## config.mk

```make
export PLATFORM = sky130hd
export DESIGN_NAME = k051962_gfx_rom_arbiter_flat
export DESIGN_NICKNAME = d
export VERILOG_FILES = /design/src/rtl/k051962_gfx_rom_arbiter_if.sv /design/src/rtl/k051962_gfx_rom_arbiter.sv /design/src/flat_wrapper.sv
export SDC_FILE = /design/constraint.sdc
export NUM_CORES = 1
export LEC_CHECK = 0
export CORE_MARGIN = 2
export CORE_UTILIZATION = 25
export CTS_BUF_LIST = sky130_fd_sc_hd__clkbuf_8
export CTS_CLUSTER_DIAMETER = 60
export CTS_CLUSTER_SIZE = 10
export DETAILED_ROUTE_END_ITERATION = 7
export PLACE_DENSITY = 0.59
export SLEW_MARGIN = 20
export SYNTH_ARGS = -nofsm -noshare
export SYNTH_HDL_FRONTEND = slang
export SYNTH_SLANG_ARGS = --single-unit
```

## constraint.sdc

```tcl
create_clock -name clk -period 6.1 [get_ports clk]
set_clock_uncertainty 0.2 [all_clocks]
set_input_delay 0.915 -clock clk [delete_from_list [all_inputs] [get_ports clk]]
set_output_delay 0.915 -clock clk [all_outputs]
set_load 0.01 [all_outputs]
```

## src/rtl/k051962_gfx_rom_arbiter_if.sv

```systemverilog
`default_nettype none
// ============================================================================
// Module   : k051962_gfx_rom_arbiter_if
// Brief    : Requester / ROM-side bundle for the K051962 GFX ROM arbiter.
// Revision : 1.0 - initial release
// ============================================================================
interface k051962_gfx_rom_arbiter_if;
    logic [3:0]  req;
    logic [18:0] fix_addr;
    logic [18:0] a_addr;
    logic [18:0] b_addr;
    logic [18:0] cpu_addr;
    logic [3:0]  gnt;
    logic [18:0] rom_addr;
    logic        rom_cen;
    logic        rom_h18;
    logic        rom_h18n;
    logic [31:0] rom_data;
    logic [31:0] rd_data;
    logic [1:0]  rd_id;
    logic        rd_vld;
    logic        busy;

    // Arbiter side
    modport slave (
        input  req, fix_addr, a_addr, b_addr, cpu_addr, rom_data,
        output gnt, rom_addr, rom_cen, rom_h18, rom_h18n,
               rd_data, rd_id, rd_vld, busy
    );

    // Requester / ROM-model side
    modport master (
        output req, fix_addr, a_addr, b_addr, cpu_addr, rom_data,
        input  gnt, rom_addr, rom_cen, rom_h18, rom_h18n,
               rd_data, rd_id, rd_vld, busy
    );
endinterface
`default_nettype wire

```

## src/rtl/k051962_gfx_rom_arbiter.sv

```systemverilog
`default_nettype none
// ============================================================================
// Module   : k051962_gfx_rom_arbiter
// Brief    : Time-slot arbiter sharing the 512Kx32 GFX tile ROM between FIX,
//            layer A, layer B and CPU readback; returns id-tagged ROM words.
// Revision : 1.0 - initial release
// ============================================================================
module k051962_gfx_rom_arbiter #(
    parameter int SLOT_CYC   = 8,
    parameter int SAMPLE_CYC = 7,
    parameter int CPU_STARVE = 4
) (
    input  wire logic                   clk,   // M24 master clock
    input  wire logic                   rst,   // asynchronous, active-high
    k051962_gfx_rom_arbiter_if.slave    bus
);

    localparam int CNT_W  = (SLOT_CYC > 2) ? $clog2(SLOT_CYC) : 1;
    localparam int WAIT_W = $clog2(CPU_STARVE + 1);

    localparam logic [CNT_W-1:0]  c_slot_last = CNT_W'(SLOT_CYC - 1);
    localparam logic [CNT_W-1:0]  c_sample    = CNT_W'(SAMPLE_CYC);
    localparam logic [WAIT_W-1:0] c_starve    = WAIT_W'(CPU_STARVE);

    typedef enum logic [0:0] {
        ST_IDLE = 1'b0,
        ST_SLOT = 1'b1
    } state_t;

    state_t            r_state;
    logic [CNT_W-1:0]  r_slot_cnt;
    logic [1:0]        r_rr_ptr;
    logic [WAIT_W-1:0] r_cpu_wait;
    logic [1:0]        r_slot_id;
    logic [3:0]        r_gnt;
    logic [18:0]       r_rom_addr;
    logic              r_rom_cen;
    logic [31:0]       r_rd_data;
    logic [1:0]        r_rd_id;
    logic              r_rd_vld;
    logic              r_busy;

    logic              w_decide;
    logic              w_sel_valid;
    logic              w_sel_video;
    logic [1:0]        w_sel_id;
    logic [2:0]        w_cand;
    logic [18:0]       w_sel_addr;
    logic [1:0]        w_next_ptr;

    assign w_decide = (r_state == ST_IDLE) || (r_slot_cnt == c_slot_last);

    // Starvation override first, then round-robin over video ids, then CPU.
    always_comb begin
        w_sel_valid = 1'b0;
        w_sel_video = 1'b0;
        w_sel_id    = 2'd0;
        w_cand      = 3'd0;
        if (bus.req[3] && (r_cpu_wait >= c_starve)) begin
            w_sel_valid = 1'b1;
            w_sel_id    = 2'd3;
        end else begin
            for (int k = 0; k < 3; k++) begin
                w_cand = {1'b0, r_rr_ptr} + 3'(k);
                if (w_cand >= 3'd3) begin
                    w_cand = w_cand - 3'd3;
                end
                if (!w_sel_valid && bus.req[w_cand[1:0]]) begin
                    w_sel_valid = 1'b1;
                    w_sel_video = 1'b1;
                    w_sel_id    = w_cand[1:0];
                end
            end
            if (!w_sel_valid && bus.req[3]) begin
                w_sel_valid = 1'b1;
                w_sel_id    = 2'd3;
            end
        end
    end

    always_comb begin
        w_sel_addr = bus.fix_addr;
        case (w_sel_id)
            2'd0:    w_sel_addr = bus.fix_addr;
            2'd1:    w_sel_addr = bus.a_addr;
            2'd2:    w_sel_addr = bus.b_addr;
            default: w_sel_addr = bus.cpu_addr;
        endcase
    end

    assign w_next_ptr = (w_sel_id == 2'd2) ? 2'd0 : (w_sel_id + 2'd1);

    always_ff @(posedge clk or posedge rst) begin
        if (rst) begin
            r_state    <= ST_IDLE;
            r_slot_cnt <= '0;
            r_rr_ptr   <= 2'd0;
            r_cpu_wait <= '0;
            r_slot_id  <= 2'd0;
            r_gnt      <= 4'd0;
            r_rom_addr <= 19'd0;
            r_rom_cen  <= 1'b1;
            r_rd_data  <= 32'd0;
            r_rd_id    <= 2'd0;
            r_rd_vld   <= 1'b0;
            r_busy     <= 1'b0;
        end else begin
            r_gnt    <= 4'd0;
            r_rd_vld <= 1'b0;

            if ((r_state == ST_SLOT) && (r_slot_cnt == c_sample)) begin
                r_rd_data <= bus.rom_data;
                r_rd_id   <= r_slot_id;
                r_rd_vld  <= 1'b1;
            end

            if (w_decide) begin
                r_slot_cnt <= '0;
                if (w_sel_valid) begin
                    r_state    <= ST_SLOT;
                    r_gnt      <= 4'b0001 << w_sel_id;
                    r_rom_addr <= w_sel_addr;
                    r_rom_cen  <= 1'b0;
                    r_busy     <= 1'b1;
                    r_slot_id  <= w_sel_id;
                    if (w_sel_video) begin
                        r_rr_ptr <= w_next_ptr;
                    end
                end else begin
                    r_state   <= ST_IDLE;
                    r_rom_cen <= 1'b1;
                    r_busy    <= 1'b0;
                end
            end else begin
                r_slot_cnt <= r_slot_cnt + 1'b1;
            end

            // Starvation counter only accumulates while the CPU is actually waiting.
            if (!bus.req[3]) begin
                r_cpu_wait <= '0;
            end else if (w_decide && w_sel_valid) begin
                if (!w_sel_video) begin
                    r_cpu_wait <= '0;
                end else if (r_cpu_wait < c_starve) begin
                    r_cpu_wait <= r_cpu_wait + 1'b1;
                end
            end
        end
    end

    assign bus.gnt      = r_gnt;
    assign bus.rom_addr = r_rom_addr;
    assign bus.rom_cen  = r_rom_cen;
    assign bus.rom_h18  = r_rom_addr[18];
    assign bus.rom_h18n = ~r_rom_addr[18];
    assign bus.rd_data  = r_rd_data;
    assign bus.rd_id    = r_rd_id;
    assign bus.rd_vld   = r_rd_vld;
    assign bus.busy     = r_busy;

endmodule
`default_nettype wire

```

## src/flat_wrapper.sv

```systemverilog
// flat-port wrapper written by rule: the top's interface ports become plain ports
module k051962_gfx_rom_arbiter_flat 
#(
    parameter int SLOT_CYC   = 8,
    parameter int SAMPLE_CYC = 7,
    parameter int CPU_STARVE = 4
)
  (clk, rst, bus_req, bus_fix_addr, bus_a_addr, bus_b_addr, bus_cpu_addr, bus_rom_data, bus_gnt, bus_rom_addr, bus_rom_cen, bus_rom_h18, bus_rom_h18n, bus_rd_data, bus_rd_id, bus_rd_vld, bus_busy);
  k051962_gfx_rom_arbiter_if bus_i ();
  input  wire logic clk;
  input  wire logic rst;
  input wire logic [$bits(bus_i.req)-1:0] bus_req;
  input wire logic [$bits(bus_i.fix_addr)-1:0] bus_fix_addr;
  input wire logic [$bits(bus_i.a_addr)-1:0] bus_a_addr;
  input wire logic [$bits(bus_i.b_addr)-1:0] bus_b_addr;
  input wire logic [$bits(bus_i.cpu_addr)-1:0] bus_cpu_addr;
  input wire logic [$bits(bus_i.rom_data)-1:0] bus_rom_data;
  output wire logic [$bits(bus_i.gnt)-1:0] bus_gnt;
  output wire logic [$bits(bus_i.rom_addr)-1:0] bus_rom_addr;
  output wire logic [$bits(bus_i.rom_cen)-1:0] bus_rom_cen;
  output wire logic [$bits(bus_i.rom_h18)-1:0] bus_rom_h18;
  output wire logic [$bits(bus_i.rom_h18n)-1:0] bus_rom_h18n;
  output wire logic [$bits(bus_i.rd_data)-1:0] bus_rd_data;
  output wire logic [$bits(bus_i.rd_id)-1:0] bus_rd_id;
  output wire logic [$bits(bus_i.rd_vld)-1:0] bus_rd_vld;
  output wire logic [$bits(bus_i.busy)-1:0] bus_busy;
  assign bus_i.req = bus_req;
  assign bus_i.fix_addr = bus_fix_addr;
  assign bus_i.a_addr = bus_a_addr;
  assign bus_i.b_addr = bus_b_addr;
  assign bus_i.cpu_addr = bus_cpu_addr;
  assign bus_i.rom_data = bus_rom_data;
  assign bus_gnt = bus_i.gnt;
  assign bus_rom_addr = bus_i.rom_addr;
  assign bus_rom_cen = bus_i.rom_cen;
  assign bus_rom_h18 = bus_i.rom_h18;
  assign bus_rom_h18n = bus_i.rom_h18n;
  assign bus_rd_data = bus_i.rd_data;
  assign bus_rd_id = bus_i.rd_id;
  assign bus_rd_vld = bus_i.rd_vld;
  assign bus_busy = bus_i.busy;
  k051962_gfx_rom_arbiter #(.SLOT_CYC(SLOT_CYC), .SAMPLE_CYC(SAMPLE_CYC), .CPU_STARVE(CPU_STARVE)) u_core (.clk(clk), .rst(rst), .bus(bus_i));
endmodule
```

==> qor.yml, run 1 <==
floorplanning:
  chipHeight_um: 128
  rows: 45
  die-area_um2: 16300
  start_util: 0.254
  core_area_um2: 15000
  fp.dieW_um: 128
  io_pins: 176
synthesis:
  avgSynthCellArea_um2: 10.5
  synth_seq_cells: 70
  synth_ff_type: "dfrtp_1"
  netlist_area_um2: 3820
  synth_nets: 484
  synthCells: 363
  yosysWarnings: 0
  synth_edf_count: 0
  ys_types: 42
  ys_async_sr_fraction: 1.00
  yosysSeqAreaShare: 0.459
worst_setup_path:
  critPathKind: "input pin to flop"
  startpoint_type: "input pin"
  end_kind: "flop"
  crit_arrival_ns: 4.24
  critPathRequiredTime_ns: 6.12
  path_max_fanout: 23
clock_tree:
  cts_root_buf: "clkbuf_8"
  clock_latency_ns: 0.35
  post_cts_resize_count: 0
  clock-sinks: 70
  postCtsHoldBufs: 0
  cts_buffer_depth: 2
  clk_pin_slew_worst_paths_ns: 0.08
  cts_setup_buffers: 0
  numCtsBuffers: 9
  htreeDepth: 3
  cts_tree: "yes"
timing:
  slew_headroom: 0.277
  report.final.slew_viol_count: 0
  rsz0062_at_grt: "no"
  tightest_slew_ns: 1.08
  max_freq_mhz: 237
  fin_crit_sh: 0.691
  finalHoldViolations: 0
  min_period_ns: 4.22
  setup_viol: 0
  setup_tns_ns: 0
detailed_routing:
  routedWlPerCell_um: 18.5
  ant_nets: 0
  drtPass1Iterations: 4
  drt-initial-drc-count: 134
  drc: 0
  via_per_inst: 5.11
  vias: 3633
  drt_wl_total_mm: 13.1
final_layout:
  antenna_cells: 0
  nFillCells: 1440
  final_common_cell: "clkdlybuf4s50_1"
  final_area_um2: 5980
  synthToLayoutAreaGrowth_pct: 56.6
  layout_common_cells: "clkdlybuf4s50_1 (175), dfrtp_1 (69), mux2_2 (36), nor2_1 (27), a21oi_1 (24)"
  final_nets: 639
  layout-drive-gt1-share: 0.138
grt:
  grt_usage: 0.161
  antenna_found_initial: 0
  grt_start_max_net_pins: 71
  grt_pass1_vias: 3726
  gr-total-overflow: 0
  grt_pass1_wl_mm: 20.5
worst_hold_path:
  min_path_type: "flop to flop"
flow_run:
  drv_cap: 0
placed_design:
  dpl.hpwl_mm: 9.21
  globalplace.congestion: 0.806
  postPlaceCellArea_um2: 5720
  port_buffers: 175
pwr:
  p_per_area_nw_per_um2: 488
  leakage_nw: 2.24
  peakVddDrop_uv: 220
run_status:
  status: "completed"
## power breakdown
| group | leakage (nW) | switching (W) | internal [W] |
|---|---|---|---|
| logic | 1.30 | 0.000848 | 0.000799 |
| registers | 0.820 | 0.000116 | 0.000682 |
| clock network | 0.124 | 0.000187 | 0.000282 |
## worst max-delay path, cell delays in order
cell	delay, ns
clkdlybuf4s50_1	0.57
mux4_2	0.59
or3b_1	0.75
a21o_1	0.61
a2111oi_0	0.68
nor3b_1	0.10
## metal layers
layer | track usage | up-vias | part of all wire
met4 | 0.0562 | 0 | 0.0094
li1 | - | 1696 | -
met1 | 0.211 | 1728 | 0.44
met2 | 0.262 | 197 | 0.47
met5 | 0 | - | 0
met3 | 0.0373 | 12 | 0.080
## path summary, 6_finish.rpt
kind,endpoint,from,slack (ns),depth (start not counted)
max,u_core.bus.rom_addr[0],bus_req[3],1.88,6
min,u_core.r_slot_cnt[0],u_core.r_slot_cnt[0],0.24,1
max reg2reg,u_core.bus.rom_addr[0],u_core.r_rr_ptr[1],2.23,7
min reg2reg,u_core.r_slot_cnt[0],u_core.r_slot_cnt[0],0.24,1
max in group asynchronous,u_core.r_cpu_wait[0],rst,4.15,3
min in group asynchronous,u_core.bus.rom_addr[6],rst,0.96,3
## through the flow
stage               hold WS, ns  power, W  instances  setup slack (ns)   util
finish                    0.236   0.00292        711              1.88  0.398
global route              0.276   0.00312        711              1.68  0.398
CTS                       0.239   0.00294        711              1.88  0.397
detailed placement        0.230   0.00246        695              1.50  0.381
global placement          0.222   0.00241        695              1.57  0.381
floorplan                 0.210   0.00175        363              3.06      -
## synth_stat cells, drive strengths merged, types with 2 or more instances
cell type  count  share of area
buf           15          0.025
inv            7         0.0069
mux2          36           0.11
mux2i          3         0.0079
nor4          19          0.031
nor2          27          0.027
nor3           3         0.0039
a21o           2         0.0039
and2           2         0.0033
o2bb2ai       18          0.041
nor3b         18          0.035
mux4           3          0.018
dfrtp         69           0.45
clkbuf        22          0.022
a31oi         18          0.029
nand3          2         0.0026
a2111oi       19          0.049
nand2          7         0.0069
nand2b         4         0.0066
o21ai         19          0.025
a21oi         26          0.034
o32a           2         0.0052
ha             7          0.023
or3            2         0.0033
## cells by family (layout without fill, tap and decap cells)
group	after synthesis	in the layout	synth area share
AO/OA/AOI/OAI	112	112	0.205
buffers and inverters	44	204	0.0538
adder cells (fa/ha/maj)	7	7	0.0229
multiplexers	42	42	0.132
flip-flops	70	70	0.459
AND/OR/NAND/NOR	88	88	0.128
## sequential cells by signal, summed over array words and instances, names as in the netlist
| register | cells |
|---|---|
| u_core.bus.busy | 1 |
| u_core.bus.gnt | 4 |
| u_core.bus.rd_data | 32 |
| u_core.bus.rd_id | 2 |
| u_core.bus.rd_vld | 1 |
| u_core.bus.rom_addr | 19 |
| u_core.bus.rom_cen | 1 |
| u_core.r_cpu_wait | 3 |
| u_core.r_rr_ptr | 2 |
| u_core.r_slot_cnt | 3 |
| u_core.r_slot_id | 2 |
## layout make-up
type	count	area, um^2	area share
repair buffers	181	1800	0.300
clock buffers	10	138	0.0230
well taps	188	235	0.0393
multi-input cells	249	1920	0.321
inverters	7	26.3	0.00439
flip-flops and latches	70	1750	0.293
clock inverters	6	110	0.0184
Power figures use the tool's default switching activity.
==> inputs of run 2 (changes only) <==
--- a/config.mk
+++ b/config.mk
@@ -11,7 +11,7 @@
 export CTS_CLUSTER_DIAMETER = 60
 export CTS_CLUSTER_SIZE = 10
 export DETAILED_ROUTE_END_ITERATION = 7
-export PLACE_DENSITY = 0.59
+export PLACE_DENSITY = 0.61
 export SLEW_MARGIN = 20
 export SYNTH_ARGS = -nofsm -noshare
 export SYNTH_HDL_FRONTEND = slang
==> constraint.sdc (replaced) <==
create_clock -name clk -period 3.75 [get_ports clk]
set_clock_uncertainty 0.2 [all_clocks]
set_input_delay 0.5625 -clock clk [delete_from_list [all_inputs] [get_ports clk]]
set_output_delay 0.5625 -clock clk [all_outputs]
set_load 0.01 [all_outputs]
==> run 2 against run 1 <==
Net effect:
- via count did not move
- sequential share of layout area barely moved
- combinational power rose by 68%
- first-iteration DRC count rose by 40%
- worst hold slack got worse by 0.0019 ns
- clock power rose by 14%
- critical endpoint is now u_core.bus.rom_addr[17]
==> qor.yml, run 2 (same netlist as run 1, synthesis figures left out) <==
clock_tree:
  clock-sinks: 70
  numCtsBuffers: 9
  cts_buffer_depth: 2
  clk_pin_slew_worst_paths_ns: 0.08
  clock_latency_ns: 0.35
  htreeDepth: 3
  postCtsHoldBufs: 0
  cts_setup_buffers: 0
  cts_root_buf: "clkbuf_8"
  cts_tree: "yes"
  post_cts_resize_count: 0
worst_setup_path:
  max_stage_delay_ns: 0.76
  crit_arrival_ns: 3.31
  crit_slowest_cell: "o32ai_4"
  path_delay_family: "buffers and inverters"
  startpoint_type: "input pin"
  crit_chain: "clkdlybuf4s50_1 > mux4_2 > o32ai_4 > buf_4 > a2111oi_0 > nor3b_1"
  end_kind: "flop"
  cp_num_cells: 6
  critPathKind: "input pin to flop"
  path_buf_inv: 2
  ff2ff_path_depth: 7
  critPathRequiredTime_ns: 3.81
  path_max_fanout: 21
placed_design:
  port_buffers: 175
  pre_cts_ws_ns: 0.112
  dp.cells: 703
  globalplace.congestion: 0.849
  dpl.hpwl_mm: 9.75
timing:
  finalHoldViolations: 0
  setup_viol: 0
  min_period_ns: 3.25
  max_freq_mhz: 308
  report.final.slew_viol_count: 0
  whs_ns: 0.234
  setup_tns_ns: 0
  slew_headroom: 0.300
  tightest_slew_ns: 1.05
  fin_ws_ns: 0.502
  rsz0062_at_grt: "no"
  fin_crit_sh: 0.866
grt:
  antenna_found_initial: 1
  gr-total-overflow: 0
  grt_pass1_wl_mm: 20.8
  grt_start_max_net_pins: 42
  grt_pass1_vias: 3779
  grt_usage: 0.164
detailed_routing:
  via_per_inst: 5.05
  drt_wl_total_mm: 13.4
  vias: 3633
  drc: 0
  drt-initial-drc-count: 187
  routedWlPerCell_um: 18.7
  drtPass1Iterations: 4
  ant_nets: 0
pwr:
  p_per_area_nw_per_um2: 772
  p_total_w: 0.00461
  leakage_nw: 2.25
  peakVddDrop_uv: 226
floorplanning:
  rows: 45
  fp.dieW_um: 128
  start_util: 0.254
  core_area_um2: 15000
  io_pins: 176
  die-area_um2: 16300
  chipHeight_um: 128
final_layout:
  final_nets: 647
  layout_common_cells: "clkdlybuf4s50_1 (175), dfrtp_1 (69), mux2_2 (36), nor2_1 (27), a21oi_1 (24)"
  antenna_cells: 0
  final_common_cell: "clkdlybuf4s50_1"
  nFillCells: 1457
  layout-drive-gt1-share: 0.149
  synthToLayoutAreaGrowth_pct: 56.4
  finalNonFillerCells: 719
  largest_register_ffs: 32
run_status:
  status: "completed"
flow_run:
  drv_cap: 0
worst_hold_path:
  whs_path_depth: 1
  min_path_type: "flop to flop"
run 2: cell count changes in the layout (fill, tap and decap cells not counted), moves of 2 or more:
cell	change
bufinv_16	-3
clkinv_2	+3
buf_12	+2
buf_4	+6
run 2: cell type report:
cell class / count / area [um^2] / share of cell area
clock buffers: 9 / 124 / 0.0208
multi-input cells: 249 / 1910 / 0.319
clock inverters: 7 / 42.5 / 0.00713
well taps: 188 / 235 / 0.0394
repair buffers: 189 / 1880 / 0.315
flip-flops and latches: 70 / 1750 / 0.294
inverters: 7 / 26.3 / 0.00440
run 2: worst paths after layout:
check,start,endpoint,slack (ns)
worst max-delay path,bus_req[3],u_core.bus.rom_addr[17],0.50
worst min-delay path,u_core.r_slot_cnt[0],u_core.r_slot_cnt[0],0.23
worst max register to register,u_core.r_rr_ptr[0],u_core.bus.rom_addr[17],0.52
worst min register to register,u_core.r_slot_cnt[0],u_core.r_slot_cnt[0],0.23
max in group asynchronous,rst,u_core.bus.rom_cen,2.31
min in group asynchronous,rst,u_core.bus.rd_data[9],0.26
run 2: power breakdown:
part           internal [W]  switching [W]  total, W
logic               0.00137        0.00141   0.00278
registers           0.00111       0.000185   0.00129
clock network      0.000235       0.000301  0.000536
total               0.00271        0.00189   0.00461
run 2: per-layer routing:
| metal | global-route usage | vias to the layer above | wire [um] |
|---|---|---|---|
| met3 | 0.0456 | 9 | 1300 |
| li1 | - | 1703 | - |
| met4 | 0.0537 | 2 | 97 |
| met2 | 0.264 | 207 | 6300 |
| met5 | 0 | - | 12 |
| met1 | 0.213 | 1712 | 5740 |
run 2: metrics by stage:
step / instance area, um^2 / utilization
floorplan: 3820 / -
finish: 5970 / 0.397
CTS: 5970 / 0.397
detailed placement: 5800 / 0.386
global placement: 5800 / 0.386
global route: 5970 / 0.397
